File: src/rtl/xadc_pkg.sv
// Shared definitions for the XADC DRP status reader: scan states,
// DRP bus widths and the default pair of status register addresses.
package xadc_pkg;

  localparam int DRP_DATA_W = 16;
  localparam int DRP_ADDR_W = 7;

  localparam logic [DRP_ADDR_W-1:0] ADDR_STAT_CH0 = 7'h16;
  localparam logic [DRP_ADDR_W-1:0] ADDR_STAT_CH1 = 7'h17;

  typedef enum logic [2:0] {
    ST_IDLE,
    ST_REQ,
    ST_WAIT,
    ST_ACC,
    ST_OUT
  } state_t;

  // Width of a channel index into the accumulator bank (at least one bit).
  function automatic int idx_w(input int n_ch);
    return (n_ch > 1) ? $clog2(n_ch) : 1;
  endfunction

endpackage

File: src/rtl/xadc_promediador.sv
// Per-channel accumulator/counter bank. The addressed channel's running
// sum plus the incoming sample is presented combinationally so the
// controller can load the mean in the same cycle the last sample lands.
module xadc_promediador
  import xadc_pkg::*;
#(
  parameter int N_CH     = 2,
  parameter int DATA_W   = 12,
  parameter int AVG_LOG2 = 0
) (
  input  logic                         clk,
  input  logic                         rst_n,
  input  logic [idx_w(N_CH)-1:0]       k,
  input  logic                         add,
  input  logic                         clear,
  input  logic [DATA_W-1:0]            sample,
  output logic                         done,
  output logic [DATA_W-1:0]            mean
);

  localparam int K_W   = idx_w(N_CH);
  localparam int DEPTH = 2 ** K_W;
  localparam int ACC_W = DATA_W + AVG_LOG2;
  localparam int CNT_W = AVG_LOG2 + 1;
  localparam logic [CNT_W-1:0] CNT_LAST = CNT_W'((1 << AVG_LOG2) - 1);

  logic [ACC_W-1:0] acc [DEPTH];
  logic [CNT_W-1:0] cnt [DEPTH];
  logic [ACC_W-1:0] sum;
  logic [ACC_W-1:0] shifted;

  // Sum including the sample being added, and the truncated mean of it.
  always_comb begin
    sum     = acc[k] + ACC_W'(sample);
    shifted = sum >> AVG_LOG2;
    mean    = shifted[DATA_W-1:0];
    done    = (cnt[k] == CNT_LAST);
  end

  // Accumulate into the addressed channel, or zero it when its window closes.
  // NOTE: the bank is tiny and must start from zero after every reset, so it
  // is reset like ordinary flops instead of being treated as uninitialised RAM.
  always_ff @(posedge clk or negedge rst_n) begin
    if (!rst_n) begin
      for (int i = 0; i < DEPTH; i++) begin
        acc[i] <= '0;
        cnt[i] <= '0;
      end
    end else if (add) begin
      if (clear) begin
        acc[k] <= '0;
        cnt[k] <= '0;
      end else begin
        acc[k] <= sum;
        cnt[k] <= cnt[k] + CNT_W'(1);
      end
    end
  end

endmodule

File: src/rtl/xadc_drp_lector.sv
// Reads the XADC status registers over DRP after every end-of-conversion,
// averages 2^AVG_LOG2 results per channel and hands them downstream with
// a valid/ready handshake. Overrun and timeout are sticky error flags.
module xadc_drp_lector
  import xadc_pkg::*;
#(
  parameter int                           N_CH     = 2,
  parameter logic [N_CH*DRP_ADDR_W-1:0]   CH_ADDR  = {ADDR_STAT_CH1, ADDR_STAT_CH0},
  parameter int                           DATA_W   = 12,
  parameter int                           AVG_LOG2 = 0,
  parameter int                           TIMEOUT  = 64
) (
  input  logic                  clk_78MHz_i,
  input  logic                  reset_i,
  input  logic                  eoc_i,
  input  logic                  drdy_i,
  input  logic [DRP_DATA_W-1:0] do_i,
  output logic                  den_o,
  output logic                  dwe_o,
  output logic [DRP_DATA_W-1:0] di_o,
  output logic [DRP_ADDR_W-1:0] daddr_o,
  output logic [DATA_W-1:0]     data_o,
  output logic [2:0]            chan_o,
  output logic                  valid_o,
  input  logic                  ready_i,
  output logic                  overrun_o,
  output logic                  timeout_o
);

  localparam int         K_W     = idx_w(N_CH);
  localparam logic [2:0] LAST_CH = 3'(N_CH - 1);
  localparam logic [9:0] TO_LAST = 10'(TIMEOUT - 1);

  state_t            state;
  logic [2:0]        k;
  logic [2:0]        next_k;
  logic [9:0]        tcnt;
  logic [DATA_W-1:0] sample;
  logic              advance;
  logic              avg_add;
  logic              avg_done;
  logic [DATA_W-1:0] avg_mean;

  // Read-only DRP master: the write side is tied off.
  assign dwe_o = 1'b0;
  assign di_o  = '0;

  if (DATA_W < DRP_DATA_W) begin : g_unused_do
    logic unused_do_bits;
    assign unused_do_bits = ^do_i[DRP_DATA_W-DATA_W-1:0];
  end

  function automatic logic [DRP_ADDR_W-1:0] addr_of(input logic [2:0] idx);
    return CH_ADDR[DRP_ADDR_W*int'(idx) +: DRP_ADDR_W];
  endfunction

  // Decide when the current channel is finished and the scan moves on.
  // NOTE: every signal assigned here gets a default first, so no path can
  // leave it unassigned and infer a latch.
  always_comb begin
    advance = 1'b0;
    avg_add = (state == ST_ACC);
    next_k  = k + 3'd1;
    unique case (state)
      ST_WAIT: advance = !drdy_i && (tcnt == TO_LAST);
      ST_ACC:  advance = !avg_done;
      ST_OUT:  advance = ready_i;
      default: advance = 1'b0;
    endcase
  end

  xadc_promediador #(
    .N_CH     (N_CH),
    .DATA_W   (DATA_W),
    .AVG_LOG2 (AVG_LOG2)
  ) u_promediador (
    .clk    (clk_78MHz_i),
    .rst_n  (reset_i),
    .k      (k[K_W-1:0]),
    .add    (avg_add),
    .clear  (avg_done),
    .sample (sample),
    .done   (avg_done),
    .mean   (avg_mean)
  );

  // Scan controller with registered DRP strobe, result and error flags.
  // NOTE: state is updated with non-blocking assignments only, so every
  // branch sees the values from before this clock edge.
  always_ff @(posedge clk_78MHz_i or negedge reset_i) begin
    if (!reset_i) begin
      state     <= ST_IDLE;
      k         <= 3'd0;
      tcnt      <= '0;
      sample    <= '0;
      den_o     <= 1'b0;
      daddr_o   <= addr_of(3'd0);
      data_o    <= '0;
      chan_o    <= 3'd0;
      valid_o   <= 1'b0;
      overrun_o <= 1'b0;
      timeout_o <= 1'b0;
    end else begin
      den_o <= 1'b0;
      if (eoc_i && state != ST_IDLE) overrun_o <= 1'b1;

      unique case (state)
        ST_IDLE: if (eoc_i) begin
          k       <= 3'd0;
          daddr_o <= addr_of(3'd0);
          den_o   <= 1'b1;
          state   <= ST_REQ;
        end
        ST_REQ: begin
          tcnt  <= '0;
          state <= ST_WAIT;
        end
        ST_WAIT: begin
          if (drdy_i) begin
            sample <= do_i[DRP_DATA_W-1 -: DATA_W];
            state  <= ST_ACC;
          end else if (tcnt == TO_LAST) begin
            timeout_o <= 1'b1;
          end else begin
            tcnt <= tcnt + 10'd1;
          end
        end
        ST_ACC: if (avg_done) begin
          data_o  <= avg_mean;
          chan_o  <= k;
          valid_o <= 1'b1;
          state   <= ST_OUT;
        end
        ST_OUT: if (ready_i) valid_o <= 1'b0;
        default: state <= ST_IDLE;
      endcase

      // Next-channel step: issue the following read or fall back to idle.
      if (advance) begin
        if (k == LAST_CH) begin
          state <= ST_IDLE;
        end else begin
          k       <= next_k;
          daddr_o <= addr_of(next_k);
          den_o   <= 1'b1;
          state   <= ST_REQ;
        end
      end
    end
  end

endmodule

File: config.mk
export PLATFORM = sky130hd
export DESIGN_NAME = xadc_drp_lector
export DESIGN_NICKNAME = d
export VERILOG_FILES = /design/src/rtl/xadc_pkg.sv /design/src/rtl/xadc_promediador.sv /design/src/rtl/xadc_drp_lector.sv
export SDC_FILE = /design/constraint.sdc
export NUM_CORES = 1
export LEC_CHECK = 0
export CAP_MARGIN = 10
export CORE_MARGIN = 4
export CORE_UTILIZATION = 54
export CTS_CLUSTER_SIZE = 10
export DETAILED_ROUTE_END_ITERATION = 6
export GPL_TIMING_DRIVEN = 0
export HOLD_SLACK_MARGIN = 0.06
export PLACE_DENSITY = 0.8
export SLEW_MARGIN = 15
export SYNTH_ARGS = -nofsm -noshare
export SYNTH_HDL_FRONTEND = slang
export SYNTH_SLANG_ARGS = --single-unit
File: constraint.sdc
create_clock -name clk_78MHz_i -period 4.3 [get_ports clk_78MHz_i]
set_input_delay 1.29 -clock clk_78MHz_i [delete_from_list [all_inputs] [get_ports clk_78MHz_i]]
set_output_delay 1.29 -clock clk_78MHz_i [all_outputs]
set_load 0.01 [all_outputs]
==> metrics.txt <==
gr ovfl total=0; Global Route Usage Sum=a little over a fifth; WHS Endpoint=timeout_o$_DFFE_PN0P_; Post-Synthesis Cells=a little under 400; Final TNS setup=0 ns; placed cell area=~0.0048 mm^2; Cells after DPL=approximately 560; PortBufs=between 40 and 50; outcome=completed; maximum vdd drop=0.3508 mV; # Max-Cap Violations=0; most frequent cells in the layout=dfrtp_1 (77), clkdlybuf4s50_1 (41), nand2_1 (39); Antenna Violating Nets Remaining=0; Synth Area in XOR/XNOR=under 10%; Pleak=between 2 and 2.5 nW; Area Growth Syn to Fin=20.84%; DRT Wirelength=between 8000 and 9000 um; RSZ-0062 raised after global routing=no; ant diodes=0; share of layout cells above drive strength 1=between 10% and 20%; first-pass GRT wire length=around 15000 um; Power per Cell Area=~550 mW/mm^2; RD Place Congestion=approximately 0.87; internal reg-to-reg setup slack=0.42 ns; post-CTS setup buffer count=0; Routed met1 length=between 4000 and 5000 um; post-synthesis simple-gate area fraction=between 10% and 20%; Post-CTS Hold Buffers=0; Iter 0 DRT Violations=190; Starting Density=between 50% and 60%; CP dominant cell by count=buf_1; Setup crit end kind=flop; drt pass-1 iters=4; worst r2r src=k[0]$_DFF_PN0_; total CTS buffers=9; register area share after synthesis=47.79%; Slowest cell on crit path=buf_1; Final Cycle Share=roughly 90%; WP data required=4.51 ns; Clock Tree Buf Depth=2; syn_area_per_cell=10.57 um^2; Hold/Removal Path Class=flop to flop; Die Wd=between 90 and 100 um; FF+latch count, synth=80; Final Instance Area=about 0.0051 mm^2; number of synthesized flops with an enable pin=0; routed vias=3133; WL met2=around 4000 um; most common cell after layout, fill and taps aside=dfrtp_1; nets@finish=a little over 500; Worst slew margin=roughly 50%; metal3 WL=approximately 400 um; Slew Viols, Final=0; top achievable clock speed=approximately 0.26 GHz; asr flop ratio synth=100.0%; drt wl/cell=~15 um; multiplexer share of the synthesized area=9.213%; H-tree depth=3; Die ar.=between 0.009 and 0.01 mm^2; Compound-Gate Fraction of Synth Area=around 17%; CP Cell Sequence=buf_1 -> buf_1 -> mux2_2 -> ha_1 -> clkbuf_1 -> a211oi_1 -> o21a_1 -> and4_1 -> nor4_1 -> o21ai_0; post-CTS sizing=0; Slew @ Worst Pin=around 0.74 ns; CP Launch Type=flop; CTS tree=done; worst path arrival time=~4.1 ns; Clock Latency Late Sink=between 0.3 and 0.4 ns; fill cell count=between 500 and 600; R2R depth=10; clk_skew=~0.0089 ns; CTS root buf=clkbuf_8; Post-synth top flop=dfrtp_1; dpl hpwl=about 6400 um; final setup fails=0; Mapped Area=about 0.0042 mm^2; clk sinks=80; fin crit period=3.883 ns; r2r endpoint=data_o[10]$_DFFE_PN0P_; Residual DRC=0; largest net degree at the start of global routing=64; combinational family with the most area after synthesis=compound AO/OA/AOI/OAI gates; Hold Startpoint=timeout_o$_DFFE_PN0P_; crit path kind=flop to flop; adder and majority gate portion of the synthesized area=between 4 and 5%; Final Non-Filler Cells=571; CP max FO=10; vias in the first global route=3073; Syn. warnings=0; die height=approximately 96 um; Max stage delay on crit path=0.57 ns; hold path depth=1; row count=31; IO Pins=64; Distinct cells, synth=58; initial antenna violation count=0; DR top layer=met4; CTS clock-pin slew for the worst setup and hold paths=approximately 0.080 ns; DR vias/cell=between 5 and 6; core footprint=approximately 0.0074 mm^2; Hold Fails Final Rpt=0
[per-layer routing]
metal	GRT usage, %	vias to the layer above
met3	2.658	18
met2	31.68	88
met1	30.06	1498
li1	-	1529
met5	0	-
met4	9.123	0
[report_power, final]
part	total [W]	switching, W	internal (W)
clock network	0.000672	0.000270	0.000402
registers	0.00104	0.000116	0.000924
logic	0.00107	0.000574	0.000495
total	0.00278	0.000960	0.00182
[logic make-up after synthesis]
family | count (synthesis)
AND/OR/NAND/NOR | 113
XOR/XNOR | 11
multiplexers | 35
flip-flops | 80
AO/OA/AOI/OAI | 98
buffers and inverters | 44
other | 1
adder cells (fa/ha/maj) | 15
[sequential cells by signal (all words and copies together) (netlist names)]
register	flops
u_promediador.acc	24
overrun_o	1
u_promediador.cnt	2
state	3
k	3
valid_o	1
timeout_o	1
daddr_o	7
tcnt	10
sample	12
den_o	1
chan_o	3
data_o	12
[per-stage QoR]
step | worst slack [ns] | util [%] | hold WS (ns) | power [W]
floorplan | 1.309 | - | 0.4429 | 0.001735
global placement | -0.7789 | 64.80 | 0.4543 | 0.002084
detailed placement | 0.4710 | 65.14 | 0.4556 | 0.002120
CTS | 0.3990 | 68.45 | 0.4827 | 0.002796
global route | 0.1062 | 68.45 | 0.5073 | 0.002973
finish | 0.4166 | 68.45 | 0.4768 | 0.002782
[final cells by class]
cell class                      count  area (um^2)  area share [%]
Multi-Input combinational cell    289         2017           39.77
Sequential cell                    80         2006           39.55
Timing Repair Buffer               43        445.4           8.784
Buffer                             31        185.2           3.652
Clock buffer                       11        141.4           2.788
Tap cell                           99        123.9           2.443
Clock inverter                      5        103.9           2.048
Inverter                           13        48.80          0.9623
[how the worst max path moves through the flow]
| stage | start | endpoint | slack, ns | cells after the start |
|---|---|---|---|---|
| after floorplan | k[0]$_DFF_PN0_ | data_o[10]$_DFFE_PN0P_ | 1.31 | 10 |
| after global placement | reset_i | data_o[3]$_DFFE_PN0P_ | -0.78 | 1 |
| after detailed placement | k[0]$_DFF_PN0_ | data_o[10]$_DFFE_PN0P_ | 0.47 | 10 |
| after CTS | k[0]$_DFF_PN0_ | data_o[10]$_DFFE_PN0P_ | 0.40 | 10 |
| after global routing | k[0]$_DFF_PN0_ | data_o[10]$_DFFE_PN0P_ | 0.11 | 10 |
| final | k[0]$_DFF_PN0_ | data_o[10]$_DFFE_PN0P_ | 0.42 | 10 |
[synth_stat cells, drive strengths merged (4+ instances only)]
cell / count / area, um^2
o31ai: 8 / 65.06
nor3: 6 / 30.03
inv: 13 / 48.80
nor2b: 7 / 43.79
a22o: 10 / 87.58
nand2b: 4 / 25.02
and2: 4 / 25.03
clkbuf: 10 / 37.54
ha: 14 / 175.2
buf: 21 / 147.6
mux2: 29 / 326.6
dfrtp: 77 / 1927
nor2: 19 / 71.32
nand3: 8 / 40.04
o21a: 6 / 45.04
a211oi: 5 / 37.54
xnor2: 9 / 78.83
o21ai: 28 / 140.1
nand2: 39 / 146.4
mux2i: 6 / 60.06
a21o: 5 / 38.79
a21oi: 14 / 70.07
or2: 7 / 43.79
[critical path, delay by kind of cell, from the launching register on]
| family | cells | cell delay (ns) |
|---|---|---|
| compound gates | 3 | 0.54 |
| fa+ha+maj | 1 | 0.27 |
| buf+inv | 3 | 1.38 |
| flops | 1 | 0.44 |
| mux | 1 | 0.42 |
| simple gates | 2 | 0.69 |
Power figures use the tool's default switching activity.
